`src/rtl/tile_lookup_arbiter.sv`:
```
// Round-robin arbiter that shares the single tilemap read port between Pac-Man and the ghosts.
// Each grant yields one wall bit and a one-cycle acknowledge to the winning requester.
module tile_lookup_arbiter #(
    parameter int NUM_REQ = 5,
    parameter int COLS    = 32,
    parameter int ROWS    = 24,
    parameter int XW      = 5,
    parameter int YW      = 5,
    parameter int AW      = 10
) (
    input  logic                  clk,
    input  logic                  reset,
    input  logic [NUM_REQ-1:0]    req,
    input  logic [NUM_REQ*XW-1:0] req_x,
    input  logic [NUM_REQ*YW-1:0] req_y,
    output logic [NUM_REQ-1:0]    ack,
    output logic                  wall,
    output logic                  mem_en,
    output logic [AW-1:0]         mem_addr,
    input  logic                  mem_rdata,
    output logic                  busy
);

    localparam int GW = (NUM_REQ > 1) ? $clog2(NUM_REQ) : 1;
    localparam logic [XW:0] COLS_X = (XW+1)'(COLS);
    localparam logic [YW:0] ROWS_Y = (YW+1)'(ROWS);

    typedef enum logic [1:0] {ST_IDLE, ST_READ, ST_WAIT, ST_ACK} state_t;

    state_t             state_q, state_d;
    logic [NUM_REQ-1:0] ack_q, ack_d;
    logic               wall_q, wall_d;
    logic               mem_en_q, mem_en_d;
    logic [AW-1:0]      mem_addr_q, mem_addr_d;
    logic               busy_q, busy_d;
    logic [GW-1:0]      grant_q, grant_d;
    logic [GW-1:0]      last_grant_q, last_grant_d;

    logic [GW-1:0]      sel;
    logic               sel_valid;
    logic [XW-1:0]      x_sel;
    logic [YW-1:0]      y_sel;
    logic               in_range;
    logic [AW-1:0]      addr_sel;

    // Search starts one past the last winner so every requester gets a turn.
    always_comb begin
        int          cand;
        logic [GW-1:0] cidx;
        sel       = '0;
        sel_valid = 1'b0;
        cand      = 0;
        cidx      = '0;
        for (int k = 1; k <= NUM_REQ; k++) begin
            cand = (int'(last_grant_q) + k) % NUM_REQ;
            cidx = GW'(cand);
            if (!sel_valid && req[cidx]) begin
                sel_valid = 1'b1;
                sel       = cidx;
            end
        end
    end

    assign x_sel    = req_x[sel*XW +: XW];
    assign y_sel    = req_y[sel*YW +: YW];
    assign in_range = ({1'b0, x_sel} < COLS_X) && ({1'b0, y_sel} < ROWS_Y);
    assign addr_sel = AW'(y_sel) * AW'(COLS) + AW'(x_sel);

    always_ff @(posedge clk or negedge reset) begin
        if (!reset) begin
            state_q      <= ST_IDLE;
            ack_q        <= '0;
            wall_q       <= 1'b0;
            mem_en_q     <= 1'b0;
            mem_addr_q   <= '0;
            busy_q       <= 1'b0;
            grant_q      <= '0;
            last_grant_q <= GW'(NUM_REQ - 1);
        end else begin
            state_q      <= state_d;
            ack_q        <= ack_d;
            wall_q       <= wall_d;
            mem_en_q     <= mem_en_d;
            mem_addr_q   <= mem_addr_d;
            busy_q       <= busy_d;
            grant_q      <= grant_d;
            last_grant_q <= last_grant_d;
        end
    end

    always_comb begin
        state_d = state_q;
        unique case (state_q)
            ST_IDLE: if (sel_valid) state_d = in_range ? ST_READ : ST_ACK;
            ST_READ: state_d = ST_WAIT;
            ST_WAIT: state_d = ST_ACK;
            ST_ACK:  state_d = ST_IDLE;
            default: state_d = ST_IDLE;
        endcase
    end

    // Out-of-range tiles are reported as walls without touching the RAM.
    always_comb begin
        ack_d        = '0;
        wall_d       = wall_q;
        mem_en_d     = 1'b0;
        mem_addr_d   = mem_addr_q;
        grant_d      = grant_q;
        last_grant_d = last_grant_q;
        busy_d       = (state_d != ST_IDLE);
        unique case (state_q)
            ST_IDLE: begin
                if (sel_valid) begin
                    grant_d = sel;
                    if (in_range) begin
                        mem_addr_d = addr_sel;
                        mem_en_d   = 1'b1;
                    end else begin
                        wall_d     = 1'b1;
                        ack_d[sel] = 1'b1;
                    end
                end
            end
            ST_WAIT: begin
                wall_d         = mem_rdata;
                ack_d[grant_q] = 1'b1;
            end
            ST_ACK:  last_grant_d = grant_q;
            default: ;
        endcase
    end

    assign ack      = ack_q;
    assign wall     = wall_q;
    assign mem_en   = mem_en_q;
    assign mem_addr = mem_addr_q;
    assign busy     = busy_q;

endmodule

```
`config.mk`:
```
export PLATFORM = sky130hd
export DESIGN_NAME = tile_lookup_arbiter
export DESIGN_NICKNAME = d
export VERILOG_FILES = /design/src/rtl/tile_lookup_arbiter.sv
export SDC_FILE = /design/constraint.sdc
export NUM_CORES = 1
export LEC_CHECK = 0
export CORE_MARGIN = 2
export CORE_UTILIZATION = 40
export DETAILED_ROUTE_END_ITERATION = 10
export PLACE_DENSITY = 0.65
export SYNTH_ARGS = -nofsm -noshare
export SYNTH_HDL_FRONTEND = slang
export SYNTH_SLANG_ARGS = --single-unit
```
`constraint.sdc`:
```
create_clock -name clk -period 13.54 [get_ports clk]
set_input_delay 1.354 -clock clk [delete_from_list [all_inputs] [get_ports clk]]
set_output_delay 1.354 -clock clk [all_outputs]
set_load 0.02 [all_outputs]
```
==> results of run 1 <==
cells by family (layout without fill, tap and decap cells):
family | Yosys count | after routing
AND/OR/NAND/NOR | 116 | 116
adder cells (fa/ha/maj) | 27 | 27
AO/OA/AOI/OAI | 126 | 126
XOR/XNOR | 9 | 9
buffers and inverters | 48 | 109
flip-flops | 26 | 26
multiplexers | 48 | 48
routing by layer:
metal	part of all wire (%)	routed length [um]	track usage [%]
met1	44	4260	25.6
met2	49	4730	35.4
met3	5.0	483	2.08
met4	1.1	105	3.31
met5	0	0	0
synthesized netlist by cell type, types with 3 or more instances:
master | n | share of area (%)
sky130_fd_sc_hd__inv_2 | 3 | 0.32
sky130_fd_sc_hd__nor3_1 | 4 | 0.57
sky130_fd_sc_hd__a21oi_1 | 14 | 2.0
sky130_fd_sc_hd__inv_1 | 24 | 2.6
sky130_fd_sc_hd__nand3_1 | 3 | 0.43
sky130_fd_sc_hd__ha_1 | 27 | 9.6
sky130_fd_sc_hd__a32oi_1 | 3 | 0.75
sky130_fd_sc_hd__a21o_1 | 4 | 0.85
sky130_fd_sc_hd__o21ai_0 | 14 | 2.0
sky130_fd_sc_hd__o2111ai_1 | 3 | 0.75
sky130_fd_sc_hd__o211ai_1 | 6 | 1.3
sky130_fd_sc_hd__o221ai_1 | 10 | 2.5
sky130_fd_sc_hd__xnor2_1 | 4 | 0.99
sky130_fd_sc_hd__clkbuf_1 | 10 | 1.1
sky130_fd_sc_hd__nand4_1 | 5 | 0.89
sky130_fd_sc_hd__or2_2 | 6 | 1.1
sky130_fd_sc_hd__and3_1 | 3 | 0.53
sky130_fd_sc_hd__nand2b_1 | 6 | 1.1
sky130_fd_sc_hd__mux2_4 | 8 | 3.4
sky130_fd_sc_hd__o31ai_1 | 3 | 0.64
sky130_fd_sc_hd__o22a_1 | 3 | 0.75
sky130_fd_sc_hd__dfrtp_1 | 25 | 18
sky130_fd_sc_hd__buf_2 | 7 | 0.99
sky130_fd_sc_hd__a211oi_1 | 3 | 0.64
sky130_fd_sc_hd__nor2b_1 | 6 | 1.1
sky130_fd_sc_hd__nor4_1 | 3 | 0.53
sky130_fd_sc_hd__or3_1 | 4 | 0.71
sky130_fd_sc_hd__nor2_1 | 22 | 2.3
sky130_fd_sc_hd__and2_1 | 4 | 0.71
sky130_fd_sc_hd__a22oi_1 | 6 | 1.3
sky130_fd_sc_hd__mux2_2 | 5 | 1.6
sky130_fd_sc_hd__o22ai_1 | 4 | 0.71
sky130_fd_sc_hd__mux2i_1 | 31 | 8.8
sky130_fd_sc_hd__a31oi_1 | 5 | 0.89
sky130_fd_sc_hd__o221a_2 | 3 | 0.96
sky130_fd_sc_hd__nand2_1 | 39 | 4.2
state kept, by name, indices dropped and copies added, names as in the netlist:
| register | count |
|---|---|
| ack | 5 |
| wall | 1 |
| state_q | 2 |
| mem_en | 1 |
| mem_addr | 10 |
| grant_q | 3 |
| last_grant_q | 3 |
| busy | 1 |
per-stage QoR:
step / area (um2) / instances / setup slack (ns) / hold WS (ns) / utilization (%)
global placement: 4320 / 565 / 7.15 / 0.501 / 50.0
detailed placement: 4320 / 565 / 7.01 / 0.485 / 50.0
CTS: 4370 / 569 / 6.98 / 0.517 / 50.6
floorplan: 3520 / 400 / 8.24 / 0.482 / -
global route: 4370 / 569 / 6.46 / 0.546 / 50.6
finish: 4370 / 569 / 6.98 / 0.515 / 50.6
path summary, 6_finish.rpt:
check,startpoint,endpoint,slack (ns)
max,last_grant_q[0]$_DFFE_PN0N_,mem_addr[3]$_DFFE_PN0P_,6.98
min,mem_addr[8]$_DFFE_PN0P_,mem_addr[8]$_DFFE_PN0P_,0.52
max reg2reg,last_grant_q[0]$_DFFE_PN0N_,mem_addr[3]$_DFFE_PN0P_,6.98
min reg2reg,mem_addr[8]$_DFFE_PN0P_,mem_addr[8]$_DFFE_PN0P_,0.52
max in group asynchronous,reset,last_grant_q[2]$_DFFE_PN1N_,11.81
min in group asynchronous,reset,busy$_DFF_PN0_,1.43
worst max-delay path, cell delays in order, from the launching register on:
cell                       delay [ns]
sky130_fd_sc_hd__dfrtp_1         0.33
sky130_fd_sc_hd__buf_4           0.35
sky130_fd_sc_hd__ha_1            0.43
sky130_fd_sc_hd__xor2_1          0.72
sky130_fd_sc_hd__ha_1            0.34
sky130_fd_sc_hd__nor2_1          0.10
sky130_fd_sc_hd__a211o_1         0.33
sky130_fd_sc_hd__nand2_1         0.11
sky130_fd_sc_hd__inv_1           0.08
sky130_fd_sc_hd__ha_1            0.17
sky130_fd_sc_hd__nand2b_1        0.15
sky130_fd_sc_hd__a32oi_1         0.20
sky130_fd_sc_hd__o221a_2         0.29
sky130_fd_sc_hd__mux2i_1         0.11
sky130_fd_sc_hd__nor2_1          0.19
sky130_fd_sc_hd__a22oi_1         0.12
sky130_fd_sc_hd__o211ai_1        0.84
sky130_fd_sc_hd__mux2_2          0.42
sky130_fd_sc_hd__mux2i_1         0.23
sky130_fd_sc_hd__mux2i_4         0.16
sky130_fd_sc_hd__a21oi_4         0.41
sky130_fd_sc_hd__mux2_4          0.34
final cells by class:
class | instances | area (um2) | area share [%]
Multi-Input combinational cell | 326 | 2650 | 60.7
Sequential cell | 26 | 652 | 14.9
Tap cell | 108 | 135 | 3.09
Timing Repair Buffer | 78 | 773 | 17.7
Inverter | 27 | 101 | 2.32
Clock buffer | 4 | 55.1 | 1.26
==> flow_summary.rst, run 1 <==
.. list-table::
   :header-rows: 1

   * - Metric
     - Value
   * - Core Area
     - around 8600 um2
   * - Clock Root Buffer
     - sky130_fd_sc_hd__clkbuf_8
   * - Synthesized-area fraction occupied by ao, oa, aoi and oai cells
     - about 30%
   * - Starting DRT DRC Count
     - around 170
   * - Post-synthesis share of cell area spent on full adders, half adders and majority gates
     - 9.59%
   * - Setup repair after global routing missed its margin
     - no
   * - Area Growth Syn to Fin
     - 24.1%
   * - Die outline area
     - 9570 um2
   * - Buffers from clock root to sink, at most
     - 2
   * - Share of synthesized cell area in and, or, nand and nor gates
     - 17.2%
   * - # rows
     - 34
   * - Crit path capture type
     - flop
   * - Gr usage total
     - 19.6%
   * - Xor-xnor portion of the synthesized cell area
     - ~2.9%
   * - Result of the run
     - finished, final reports clean
   * - Synth Instances
     - 400
   * - Critical path arrival
     - approximately 6.7 ns
   * - Highest-count cells in the layout ignoring fill and taps
     - sky130_fd_sc_hd__clkdlybuf4s50_1, sky130_fd_sc_hd__nand2_1, sky130_fd_sc_hd__mux2i_1
   * - Final setup violating endpoints
     - 0
   * - Logic depth of the worst register-to-register path
     - 21
   * - Number of hold buffers added after cts
     - 0
   * - H-tree levels
     - 1
   * - Leading cell type in the layout, fill and taps excluded
     - sky130_fd_sc_hd__clkdlybuf4s50_1
   * - Average vias per placed instance
     - roughly 5.9
   * - Initial Util
     - 40.8%
   * - Share of synthesized area spent on multiplexers
     - approximately 16%
   * - Count of TritonRoute iterations in the first routing pass
     - 5
   * - Skew-Pair Late Insertion Delay
     - 0.27 ns
   * - Clock Pin Slew Worst Setup and Hold Paths
     - 0.09 ns
   * - Period utilisation layout
     - 48.5%
   * - Setup TNS
     - 0 ns
   * - Number of post-CTS setup repair buffers
     - 0
   * - DP HPWL
     - 7530 um
   * - Mapped cell area
     - 3520 um2
   * - Number of antenna violations at the first check in global routing
     - 0
   * - Cts bufs inserted
     - 3
   * - Diode insertion count for antenna repair
     - 0
   * - Fin crit period
     - 6.56 ns
   * - Relative max-transition margin
     - 30.5%
   * - Max frequency
     - approximately 150 MHz
   * - Transition time at the pin with the least slew margin
     - around 1.0 ns
   * - Worst hold path depth
     - 1
   * - Largest net degree at the start of global routing
     - 38
   * - Max Cap Viol
     - 0
   * - Via total after detailed routing
     - approximately 3300
   * - Post-cts resize count
     - 0
   * - Post-route ant nets
     - 0
   * - Most common flop cell mapped by yosys
     - sky130_fd_sc_hd__dfrtp_1
   * - Vias in the first global route
     - 3300
   * - Async set-or-reset flop fraction in the synthesized netlist
     - 100%
   * - Crit Path Category
     - flop to flop
   * - Fill count
     - around 840
   * - Number of flip-flops and latches in the synthesized netlist
     - 26
   * - Boundary pin count
     - 76
   * - Critical path launch point type
     - flop
   * - Gp weighted congestion
     - roughly 0.89
   * - Post-synth cell types
     - 88
   * - CTS tree
     - built
   * - Yosys warning total
     - 0
   * - Number of max-slew violations in the final report
     - 0
   * - Combinational family with the most area after synthesis
     - compound AO/OA/AOI/OAI gates
   * - Horizontal die dimension
     - 97.8 um
   * - Clock skew
     - 0.00940 ns
   * - Die height
     - 97.8 um
   * - Endpoints failing hold
     - 0
   * - Port Buffer Count
     - 75
   * - First-pass GRT wire length
     - 15900 um
   * - Total gr overflow
     - 0
   * - Critical Path RT
     - 13.69 ns
   * - Number of enable-type register cells in the synthesized netlist
     - 0
   * - Worst hold path type
     - flop to flop
   * - Avg Synthesized Cell Area
     - 8.80 um2
   * - Post-route DRC violation count
     - 0
   * - Post-Synthesis Net Count
     - 485
   * - Proportion of layout cells with a drive suffix above 1
     - 11.7%
   * - Num Clock Sinks
     - 26
   * - Drt total wl
     - about 9600 um
   * - CP max FO
     - 37
   * - Part of the Yosys area used for sequential elements
     - 18.5%
   * - WL/cell
     - between 15 and 20 um
   * - # nets final
     - 547
Power of run 1 is not shown: default switching activity piles up to over one toggle a cycle in this logic, so the estimate is an artifact.
==> run 2: changes to the inputs <==
clock period = 6.42 ns   (was 13.54 ns; I/O delays follow)
==> run 2 against run 1 <==
Worst setup slack worse by 6.5 ns. Non-clock buffer count rose by 8. Cell count up 1.4%. Register-to-register slack worse by 6.5 ns.
==> flow_summary.rst, run 2 (same netlist as run 1, synthesis figures left out) <==
.. list-table::
   :header-rows: 1

   * - Metric
     - Value
   * - Result of the run
     - finished, final reports clean
   * - Transition time at the pin with the least slew margin
     - 0.675 ns (-0.363 ns)
   * - Critical path arrival
     - 6.12 ns (-0.59 ns)
   * - Die outline area
     - 9570 um2 (unchanged)
   * - Clock Root Buffer
     - sky130_fd_sc_hd__clkbuf_8
   * - Via total after detailed routing
     - 3382 (+1.4%)
   * - Post-route DRC violation count
     - 0 (unchanged)
   * - Diode insertion count for antenna repair
     - 0 (unchanged)
   * - Starting DRT DRC Count
     - 98 (-41%)
   * - Horizontal die dimension
     - 97.8 um (unchanged)
   * - Startpoint of the tightest hold check path
     - mem_addr[9]$_DFFE_PN0P_
   * - H-tree levels
     - 1 (unchanged)
   * - Area Growth Syn to Fin
     - 26.3%
   * - Gp weighted congestion
     - 0.858 (-3.7%)
   * - Vias in the first global route
     - 3302 (+0.061%)
   * - Clock Pin Slew Worst Setup and Hold Paths
     - 0.11 ns (+0.02 ns)
   * - Endpoints failing hold
     - 0 (unchanged)
   * - Port Buffer Count
     - 75 (unchanged)
   * - Reg-to-reg setup timing slack
     - 0.46 ns (-6.52 ns)
   * - Max Cap Viol
     - 0 (unchanged)
   * - Startpoint of the lowest-slack register-to-register path
     - last_grant_q[1]$_DFFE_PN0N_
   * - Proportion of layout cells with a drive suffix above 1
     - 13.2% (+1.5 points)
   * - Initial Util
     - 40.8% (unchanged)
   * - Core Area
     - 8640 um2 (unchanged)
   * - First-pass GRT wire length
     - 16300 um (+2.9%)
   * - Endpoint of the most critical register-to-register path
     - mem_addr[4]$_DFFE_PN0P_
   * - Setup WS pre-CTS
     - 0.520 ns (-6.49 ns)
   * - Worst hold path depth
     - 1 (unchanged)
   * - CTS tree
     - built
   * - Setup TNS
     - 0 ns (unchanged)
   * - Die height
     - 97.8 um (unchanged)
   * - Drt total wl
     - 9810 um (+2.5%)
   * - Period utilisation layout
     - 92.9% (+44 points)
   * - Count of TritonRoute iterations in the first routing pass
     - 4 (-1)
   * - Gr usage total
     - 20.3% (+0.74 points)
   * - DP HPWL
     - 7980 um (+6.0%)
   * - Buffers from clock root to sink, at most
     - 2 (unchanged)
   * - Setup repair after global routing missed its margin
     - no
   * - Total gr overflow
     - 0 (unchanged)
   * - Number of hold buffers added after cts
     - 0 (unchanged)
   * - Number of post-CTS setup repair buffers
     - 0 (unchanged)
   * - Fin crit period
     - 5.96 ns (-0.599 ns)
   * - CP max FO
     - 11 (-70%)
   * - Largest net degree at the start of global routing
     - 32 (-16%)
   * - Boundary pin count
     - 76 (unchanged)
   * - Cts bufs inserted
     - 3 (unchanged)
   * - Post-layout worst setup margin
     - 0.458 ns (-6.52 ns)
   * - Critical path launch point type
     - flop
   * - Crit path capture type
     - flop
   * - Worst hold path type
     - flop to flop
   * - Post-route core utilization
     - 51.5% (+0.88 points)
   * - Relative max-transition margin
     - 55.0% (+24 points)
   * - Number of antenna violations at the first check in global routing
     - 0 (unchanged)
   * - Post-route ant nets
     - 0 (unchanged)
   * - WL/cell
     - 17.0 um (+1.0%)
   * - Clock skew
     - 0.0184 ns (+0.00896 ns)
   * - Average vias per placed instance
     - 5.86 (about the same)
   * - Crit Path Category
     - flop to flop
   * - Num Clock Sinks
     - 26 (unchanged)
   * - Skew-Pair Late Insertion Delay
     - 0.28 ns (about the same)
   * - Number of max-slew violations in the final report
     - 0 (unchanged)
   * - Logic depth of the worst register-to-register path
     - 18 (-14%)
   * - Final setup violating endpoints
     - 0 (unchanged)
   * - Leading cell type in the layout, fill and taps excluded
     - sky130_fd_sc_hd__clkdlybuf4s50_1
   * - # rows
     - 34 (unchanged)
   * - # nets final
     - 555 (+1.5%)
   * - Post-cts resize count
     - 0 (unchanged)
   * - Critical Path RT
     - 6.58 ns (-7.11 ns)
   * - WHS Endpoint
     - mem_addr[9]$_DFFE_PN0P_
   * - Largest register FFs
     - 10 (unchanged)
   * - Max frequency
     - 168 MHz (+10%)
   * - Highest-count cells in the layout ignoring fill and taps
     - sky130_fd_sc_hd__clkdlybuf4s50_1, sky130_fd_sc_hd__nand2_1, sky130_fd_sc_hd__mux2i_1
-- run 2: how the worst max path moves through the flow --
stage	from	to	slack (ns)	depth (start not counted)
2_1_floorplan	last_grant_q[0]$_DFFE_PN0N_	mem_addr[0]$_DFFE_PN0P_	1.12	20
3_3_place_gp	last_grant_q[1]$_DFFE_PN0N_	mem_addr[2]$_DFFE_PN0P_	0.67	18
3_5_place_dp	last_grant_q[1]$_DFFE_PN0N_	mem_addr[7]$_DFFE_PN0P_	0.52	18
4_1_cts	last_grant_q[1]$_DFFE_PN0N_	mem_addr[4]$_DFFE_PN0P_	0.46	18
5_1_grt	last_grant_q[1]$_DFFE_PN0N_	ack[1]$_DFF_PN0_	0.04	18
6_report	last_grant_q[1]$_DFFE_PN0N_	mem_addr[4]$_DFFE_PN0P_	0.46	18
-- run 2: cell type report --
cell class	count	area, um2
clock inverter	1	30.0
sequential	26	652
timing repair buffer	86	833
tap	108	135
inverter	27	101
fill	802	4190
multi-input combinational	326	2650
clock buffer	3	41.3
-- run 2: stage by stage --
step | area [um2] | instances | hold slack [ns]
finish | 4450 | 577 | 0.503
global route | 4450 | 577 | 0.533
CTS | 4450 | 577 | 0.510
detailed placement | 4380 | 573 | 0.484
global placement | 4380 | 573 | 0.499
floorplan | 3520 | 400 | 0.346
-- run 2: layer usage --
| layer | track usage (%) | up-vias | wire length [um] |
|---|---|---|---|
| li1 | - | 1665 | - |
| met1 | 26.8 | 1622 | 4370 |
| met2 | 36.2 | 89 | 4890 |
| met3 | 3.15 | 6 | 478 |
| met4 | 2.35 | 0 | 66 |
| met5 | 0 | - | 0 |
-- run 2: critical path: stages (launching register included) --
cell	delay, ns
sky130_fd_sc_hd__dfrtp_1	0.49
sky130_fd_sc_hd__inv_1	0.28
sky130_fd_sc_hd__ha_1	0.55
sky130_fd_sc_hd__xor2_2	0.31
sky130_fd_sc_hd__o21ai_1	0.14
sky130_fd_sc_hd__o22ai_1	0.24
sky130_fd_sc_hd__inv_1	0.12
sky130_fd_sc_hd__ha_1	0.25
sky130_fd_sc_hd__nand4b_1	0.22
sky130_fd_sc_hd__a221oi_1	0.29
sky130_fd_sc_hd__a22oi_1	0.20
sky130_fd_sc_hd__or3_1	0.46
sky130_fd_sc_hd__and2_4	0.19
sky130_fd_sc_hd__nand2b_2	0.21
sky130_fd_sc_hd__o32ai_4	0.59
sky130_fd_sc_hd__mux2i_1	0.30
sky130_fd_sc_hd__o221ai_2	0.21
sky130_fd_sc_hd__a21oi_4	0.42
sky130_fd_sc_hd__mux2_4	0.34
Power of run 2 is left out for the same reason.
